--- src/rtl/m_fetch_queue_pkg.sv ---
// Shared definitions for the fetch queue: machine widths, the nop encoding,
// the {pc, ir} entry type and a word-alignment helper.
package m_fetch_queue_pkg;

    localparam int unsigned XLEN = 32;
    localparam int unsigned ILEN = 32;

    // addi x0, x0, 0
    localparam logic [ILEN-1:0] NOP = 32'h0000_0013;

    typedef struct packed {
        logic [XLEN-1:0] pc;
        logic [ILEN-1:0] ir;
    } fq_entry_t;

    // Clear the byte-offset bits so the fetch PC is always word aligned.
    function automatic logic [XLEN-1:0] word_align(input logic [XLEN-1:0] addr);
        return addr & {{(XLEN-2){1'b1}}, 2'b00};
    endfunction

endpackage

--- src/rtl/m_fetch_queue_if.sv ---
// Fetch-queue bus bundle: instruction-memory port, execute redirect and the
// decode-side valid/ready handshake.
//   master : the fetch queue (drives imem address and the head entry)
//   slave  : the surrounding pipeline / memory (drives data, redirect, ready)
interface m_fetch_queue_if;
    import m_fetch_queue_pkg::*;

    logic [XLEN-1:0] w_imem_addr;
    logic [ILEN-1:0] w_imem_data;
    logic            w_redirect;
    logic [XLEN-1:0] w_redirect_pc;
    logic            w_valid;
    logic            w_ready;
    logic [XLEN-1:0] w_pc;
    logic [ILEN-1:0] w_ir;

    modport master (
        output w_imem_addr, w_valid, w_pc, w_ir,
        input  w_imem_data, w_redirect, w_redirect_pc, w_ready
    );

    modport slave (
        input  w_imem_addr, w_valid, w_pc, w_ir,
        output w_imem_data, w_redirect, w_redirect_pc, w_ready
    );

endinterface

--- src/rtl/m_fetch_queue_fifo.sv ---
// DEPTH-entry register FIFO of {pc, ir} pairs with push, pop and flush.
//   w_clk, w_rst : clock, asynchronous active-high reset
//   push_i/wdata_i : write wdata_i at the tail
//   pop_i          : advance the head
//   flush_i        : empty the queue; overrides push and pop
//   rdata_o        : head entry (combinational from storage)
//   count_o        : number of valid entries, 0..DEPTH
// Caller guarantees no push when full without pop, and no pop when empty.
module m_fetch_queue_fifo
    import m_fetch_queue_pkg::*;
#(
    parameter int unsigned DEPTH = 4
) (
    input  logic                     w_clk,
    input  logic                     w_rst,
    input  logic                     push_i,
    input  logic                     pop_i,
    input  logic                     flush_i,
    input  fq_entry_t                wdata_i,
    output fq_entry_t                rdata_o,
    output logic [$clog2(DEPTH):0]   count_o
);

    localparam int unsigned PtrW = $clog2(DEPTH);

    fq_entry_t        mem_q [DEPTH];
    fq_entry_t        mem_d [DEPTH];
    logic [PtrW-1:0]  wr_ptr_q, wr_ptr_d;
    logic [PtrW-1:0]  rd_ptr_q, rd_ptr_d;
    logic [PtrW:0]    count_q, count_d;

    always_comb begin
        mem_d    = mem_q;
        wr_ptr_d = wr_ptr_q;
        rd_ptr_d = rd_ptr_q;
        count_d  = count_q;
        if (flush_i) begin
            wr_ptr_d = '0;
            rd_ptr_d = '0;
            count_d  = '0;
        end else begin
            if (push_i) begin
                mem_d[wr_ptr_q] = wdata_i;
                wr_ptr_d        = wr_ptr_q + PtrW'(1);
            end
            if (pop_i) begin
                rd_ptr_d = rd_ptr_q + PtrW'(1);
            end
            count_d = count_q + (PtrW+1)'(push_i) - (PtrW+1)'(pop_i);
        end
    end

    always_ff @(posedge w_clk or posedge w_rst) begin
        if (w_rst) begin
            for (int i = 0; i < int'(DEPTH); i++) begin
                mem_q[i] <= '0;
            end
            wr_ptr_q <= '0;
            rd_ptr_q <= '0;
            count_q  <= '0;
        end else begin
            mem_q    <= mem_d;
            wr_ptr_q <= wr_ptr_d;
            rd_ptr_q <= rd_ptr_d;
            count_q  <= count_d;
        end
    end

    assign rdata_o = mem_q[rd_ptr_q];
    assign count_o = count_q;

endmodule

--- src/rtl/m_fetch_queue.sv ---
// Instruction-fetch front end: owns the fetch PC, prefetches sequential words
// into a small FIFO and presents the head entry to decode. A redirect from
// execute flushes the queue and restarts fetch at the (word-aligned) target.
//   w_clk, w_rst : clock, asynchronous active-high reset
//   bus          : imem address/data, redirect, decode valid/ready/pc/ir
module m_fetch_queue
    import m_fetch_queue_pkg::*;
#(
    parameter int unsigned     DEPTH    = 4,
    parameter logic [XLEN-1:0] RESET_PC = 32'h0
) (
    input  logic             w_clk,
    input  logic             w_rst,
    m_fetch_queue_if.master  bus
);

    localparam int unsigned     PtrW   = $clog2(DEPTH);
    localparam logic [PtrW:0]   DepthC = (PtrW+1)'(DEPTH);

    logic [XLEN-1:0] fetch_pc_q, fetch_pc_d;
    logic [PtrW:0]   count;
    fq_entry_t       head;
    fq_entry_t       wdata;
    logic            valid;
    logic            pop;
    logic            push;

    assign valid = (count != '0);
    assign pop   = valid && bus.w_ready;
    // A full queue can still accept a word when the head leaves this cycle.
    assign push  = !bus.w_redirect && ((count < DepthC) || pop);

    always_comb begin
        fetch_pc_d = fetch_pc_q;
        if (bus.w_redirect) begin
            fetch_pc_d = word_align(bus.w_redirect_pc);
        end else if (push) begin
            fetch_pc_d = fetch_pc_q + 32'd4;
        end
    end

    always_ff @(posedge w_clk or posedge w_rst) begin
        if (w_rst) begin
            fetch_pc_q <= RESET_PC;
        end else begin
            fetch_pc_q <= fetch_pc_d;
        end
    end

    assign wdata.pc = fetch_pc_q;
    assign wdata.ir = bus.w_imem_data;

    m_fetch_queue_fifo #(
        .DEPTH (DEPTH)
    ) u_fifo (
        .w_clk   (w_clk),
        .w_rst   (w_rst),
        .push_i  (push),
        .pop_i   (pop),
        .flush_i (bus.w_redirect),
        .wdata_i (wdata),
        .rdata_o (head),
        .count_o (count)
    );

    assign bus.w_imem_addr = fetch_pc_q;
    assign bus.w_valid     = valid;
    // Stale storage is hidden whenever the queue is empty.
    assign bus.w_pc        = valid ? head.pc : '0;
    assign bus.w_ir        = valid ? head.ir : NOP;

endmodule

--- src/flat_wrapper.sv ---
// flat-port wrapper written by rule: the top's interface ports become plain ports
module m_fetch_queue_flat import m_fetch_queue_pkg::*;
#(
    parameter int unsigned     DEPTH    = 4,
    parameter logic [XLEN-1:0] RESET_PC = 32'h0
)
  (w_clk, w_rst, bus_w_imem_addr, bus_w_valid, bus_w_pc, bus_w_ir, bus_w_imem_data, bus_w_redirect, bus_w_redirect_pc, bus_w_ready);
  m_fetch_queue_if bus_i ();
  input  logic w_clk;
  input  logic w_rst;
  output wire logic [$bits(bus_i.w_imem_addr)-1:0] bus_w_imem_addr;
  output wire logic [$bits(bus_i.w_valid)-1:0] bus_w_valid;
  output wire logic [$bits(bus_i.w_pc)-1:0] bus_w_pc;
  output wire logic [$bits(bus_i.w_ir)-1:0] bus_w_ir;
  input wire logic [$bits(bus_i.w_imem_data)-1:0] bus_w_imem_data;
  input wire logic [$bits(bus_i.w_redirect)-1:0] bus_w_redirect;
  input wire logic [$bits(bus_i.w_redirect_pc)-1:0] bus_w_redirect_pc;
  input wire logic [$bits(bus_i.w_ready)-1:0] bus_w_ready;
  assign bus_w_imem_addr = bus_i.w_imem_addr;
  assign bus_w_valid = bus_i.w_valid;
  assign bus_w_pc = bus_i.w_pc;
  assign bus_w_ir = bus_i.w_ir;
  assign bus_i.w_imem_data = bus_w_imem_data;
  assign bus_i.w_redirect = bus_w_redirect;
  assign bus_i.w_redirect_pc = bus_w_redirect_pc;
  assign bus_i.w_ready = bus_w_ready;
  m_fetch_queue #(.DEPTH(DEPTH), .RESET_PC(RESET_PC)) u_core (.w_clk(w_clk), .w_rst(w_rst), .bus(bus_i));
endmodule
--- config.mk ---
export PLATFORM = sky130hd
export DESIGN_NAME = m_fetch_queue_flat
export DESIGN_NICKNAME = d
export VERILOG_FILES = /design/src/rtl/m_fetch_queue_pkg.sv /design/src/rtl/m_fetch_queue_if.sv /design/src/rtl/m_fetch_queue_fifo.sv /design/src/rtl/m_fetch_queue.sv /design/src/flat_wrapper.sv
export SDC_FILE = /design/constraint.sdc
export NUM_CORES = 1
export LEC_CHECK = 0
export CAP_MARGIN = 30
export CORE_MARGIN = 2
export CORE_UTILIZATION = 50
export CTS_CLUSTER_DIAMETER = 120
export DETAILED_ROUTE_END_ITERATION = 10
export PLACE_DENSITY = 0.76
export RECOVER_POWER = 50
export SLEW_MARGIN = 20
export SYNTH_ARGS = -nofsm -noshare
export SYNTH_HDL_FRONTEND = slang
export SYNTH_SLANG_ARGS = --single-unit
--- constraint.sdc ---
create_clock -name w_clk -period 30.2 [get_ports w_clk]
set_input_delay 6.04 -clock w_clk [delete_from_list [all_inputs] [get_ports w_clk]]
set_output_delay 6.04 -clock w_clk [all_outputs]
set_load 0.01 [all_outputs]
==> reports/qor.txt <==
==================================================================================
Number of design rule violations left after detail routing ..........           22
Average instance area after synthesis ...............................   14.21 um^2
Die W ...............................................................     167.2 um
Final HPWL from detailed placement ..................................     17120 um
Largest net degree at the start of global routing ...................          134
Number of levels the H-tree was split into ..........................            1
Clock Sink Count ....................................................          285
Layout-stage area growth over the synthesis result ..................       19.90%
Post-layout net count ...............................................         1143
Starting DRC count in detailed routing ..............................          500
Cts hold-fix bufs ...................................................            0
Routed wire per std cell ............................................     19.75 um
Netlist Area Pre-Place ..............................................   13320 um^2
Clock Latency Late Sink .............................................      0.56 ns
Gates resized, CTS repair ...........................................            0
Required time at the worst-slack endpoint ...........................     30.18 ns
Max Cap Viol ........................................................            7
Number of buffers on the longest clock path .........................            3
Root buffer cell .................................................... sky130_fd_sc_hd__clkbuf_16
Total leakage power .................................................     6.635 nW
Distinct cell type count of the synthesized netlist .................           43
I/O pin count .......................................................          165
Remaining number of nets flagged by the antenna check after routing .            0
R2r worst-path depth ................................................           11
XOR/XNOR Fraction of Synth Area .....................................      0.02236
Failing checks ...................................................... design-rule violations, max-capacitance violations, max-slew violations
Area inside the core boundary .......................................   26130 um^2
Kind of end point of the critical path .............................. asynchronous set/reset pin
Place WS ............................................................     20.97 ns
# port buffers ......................................................          158
Setup skew after layout .............................................   0.01471 ns
Cell Pwr Density .................................................... 99.39 nW/um^2
Headroom to the max-slew limit ......................................       -2.252
Site Rows ...........................................................           59
Post-CTS repair timing setup buffer count ...........................            0
Worst hold path cell count ..........................................            2
Antenna violations before repair ....................................            1
FF+latch count, synth ...............................................          285
Fill cell instance count of the final layout ........................         2043
Setup-violating endpoint count in the final report ..................            0
Warning count from the yosys run ....................................            0
Vert. Die Dim .......................................................     167.2 um
Arrival @ worst endpoint ............................................     13.75 ns
Top sig layer .......................................................         met4
Post-Layout Inst Area ...............................................   15970 um^2
Worst hold slack ....................................................    0.4806 ns
Setup repair after global routing missed its margin .................        false
Shortest clock period the worst path allows after layout ............     13.78 ns
Async S/R FF share, synth ...........................................        1.000
Final critical-path setup slack .....................................     16.42 ns
Result of the run ................................................... finished, violations left
Met2 routed wirelength ..............................................     13460 um
Sequential-to-total area share from yosys stat ......................       0.5356
Routed wire length on met3 ..........................................      1343 um
Share of layout cells above drive strength 1 ........................       0.3349
Via/cell ratio ......................................................        5.635
Starting utilization of the core area ...............................       0.5096
Adder-cell share of the synthesized area ............................     0.008080
Maximum clock frequency .............................................  0.07259 GHz
Path class of the lowest-slack min-delay path .......................      reg2reg
Placer's final routability congestion estimate ......................       0.7263
Mux contribution to synthesized area ................................       0.3052
Dominant synthesized flop cell ...................................... sky130_fd_sc_hd__dfrtp_1
Dominant combinational cell family by area after synthesis .......... multiplexers
Remaining global-route overflow .....................................            0
Worst slew pin tran .................................................     4.878 ns
Post-Synthesis Cells ................................................          937
Final worst-path cycle share ........................................       0.4561
Number of global-route vias before repair ...........................         8487
Detailed-routing iteration count for the pre-antenna-repair pass ....            7
Crit path max fanout ................................................           60
Die outline area ....................................................   27950 um^2
Total cell area at the placement stage ..............................   15180 um^2
Via Count ...........................................................         8019
Aggregate global-route resource usage ...............................       0.2055
Crit path kind ......................................................     in2async
Nature of the critical path startpoint ..............................   input port
Post-synth EDFFs ....................................................            0
Routed met1 length ..................................................     12700 um
Number of clock buffers inserted by TritonCTS .......................           30
Clock-pin slew on the worst setup and hold paths ....................      0.06 ns
Worst ir drop on vdd ................................................     49.90 uV
Number of pins exceeding their max-slew limit in the final report ...          313
Synthesized-area fraction occupied by and/or/nand/nor cells .........      0.08156
CTS tree ............................................................        built
Setup TNS ...........................................................         0 ns
Final wirelength ....................................................     28110 um
Wire length of the first global-routing pass ........................     46090 um
Fraction of the mapped netlist area in compound gates ...............      0.01616
Hold Fails Final Rpt ................................................            0
==================================================================================
[synthesized netlist by cell type (5+ instances only)]
master,instances,area (um^2)
sky130_fd_sc_hd__nand3_1,6,30.03
sky130_fd_sc_hd__inv_1,10,37.54
sky130_fd_sc_hd__xor2_1,9,78.83
sky130_fd_sc_hd__mux2_2,236,2658
sky130_fd_sc_hd__clkbuf_1,23,86.33
sky130_fd_sc_hd__o21ai_1,12,60.06
sky130_fd_sc_hd__nand4_1,7,43.79
sky130_fd_sc_hd__and2_1,60,375.4
sky130_fd_sc_hd__nor2_1,8,30.03
sky130_fd_sc_hd__o21ai_0,30,150.1
sky130_fd_sc_hd__nor3_1,8,40.04
sky130_fd_sc_hd__mux4_2,62,1396
sky130_fd_sc_hd__dfrtp_1,285,7132
sky130_fd_sc_hd__nor4_2,5,62.56
sky130_fd_sc_hd__xnor2_1,25,219.0
sky130_fd_sc_hd__buf_2,43,215.2
sky130_fd_sc_hd__nand2_1,59,221.5
sky130_fd_sc_hd__ha_1,7,87.58
[area by class of cell]
type	instances	area [um^2]	share of cell area
flip-flops and latches	285	7139	0.4471
inverters	10	38.79	0.002429
multi-input cells	569	5693	0.3566
repair buffers	171	1760	0.1103
clock buffers	45	867.1	0.05431
diodes	1	2.502	0.0001567
well taps	335	419.2	0.02625
clock inverters	7	46.29	0.002899
[registers in the layout, indices dropped and copies added, names as in the netlist]
name,flops
u_core.bus.w_imem_addr,30
u_core.u_fifo.count_o,3
u_core.u_fifo.wr_ptr_q,2
u_core.u_fifo.rd_ptr_q,2
u_core.u_fifo.mem_q,248
[worst max-delay path, stage by stage]
cell	delay, ns
sky130_fd_sc_hd__dlygate4sd3_1	0.54
sky130_fd_sc_hd__clkinvlp_2	0.99
sky130_fd_sc_hd__clkbuf_1	0.81
sky130_fd_sc_hd__clkbuf_1	2.28
sky130_fd_sc_hd__clkbuf_1	0.79
sky130_fd_sc_hd__clkbuf_1	2.22
[per-stage QoR]
step	instances	total power, mW	utilization
floorplan	940	1.030	-
global placement	1361	1.228	0.5750
detailed placement	1367	1.259	0.5807
CTS	1419	1.606	0.6157
global route	1422	1.683	0.6109
finish	1423	1.587	0.6110
[routing by layer]
layer  vias to the layer above  GRT usage
met5                         -          0
met4                         0    0.04953
met3                        51    0.03073
met2                       207     0.3402
met1                      4160     0.2897
li1                       3601          -
[power by group]
group / internal (mW) / switching, mW / leakage, nW
logic: 0.379 / 0.211 / 2.71
registers: 0.553 / 0.101 / 3.47
clock network: 0.197 / 0.146 / 0.454
[cell usage in the layout (no fill, tap or decap), drive strengths merged, types with 2 or more instances in the layout]
cell and count:
and2 60, and3 5, and4 2, buf 9, clkbuf 50, clkdlybuf4s50 151, clkinv 7, conb 4
dfrtp 285, dlygate4sd3 6, ha 7, inv 9, mux2 236, mux4 62, nand2 60, nand3 8
nand4 9, nor2 8, nor2b 2, nor3 8, nor4 10, nor4b 2, o21ai 42, or2 5
xnor2 25, xor2 9
[path summary, 6_finish.rpt]
check	startpoint	slack, ns	endpoint
min in group asynchronous	w_rst	6.34	u_core.u_fifo.mem_q[117]
worst max-delay path	w_rst	16.42	u_core.u_fifo.mem_q[205]
max in group w_clk	u_core.u_fifo.rd_ptr_q[0]	20.64	bus_w_ir[1]
worst max register to register	u_core.u_fifo.count_o[2]	27.20	u_core.u_fifo.count_o[2]
worst min register to register	u_core.u_fifo.mem_q[234]	0.48	u_core.u_fifo.mem_q[234]
worst min-delay path	u_core.u_fifo.mem_q[234]	0.48	u_core.u_fifo.mem_q[234]
[logic make-up after synthesis]
group | count (synthesis)
compound gates | 43
flops | 285
xor+xnor | 34
mux | 299
fa+ha+maj | 8
other cells | 1
buf+inv | 86
simple gates | 181
(Power assumes the default switching activity.)
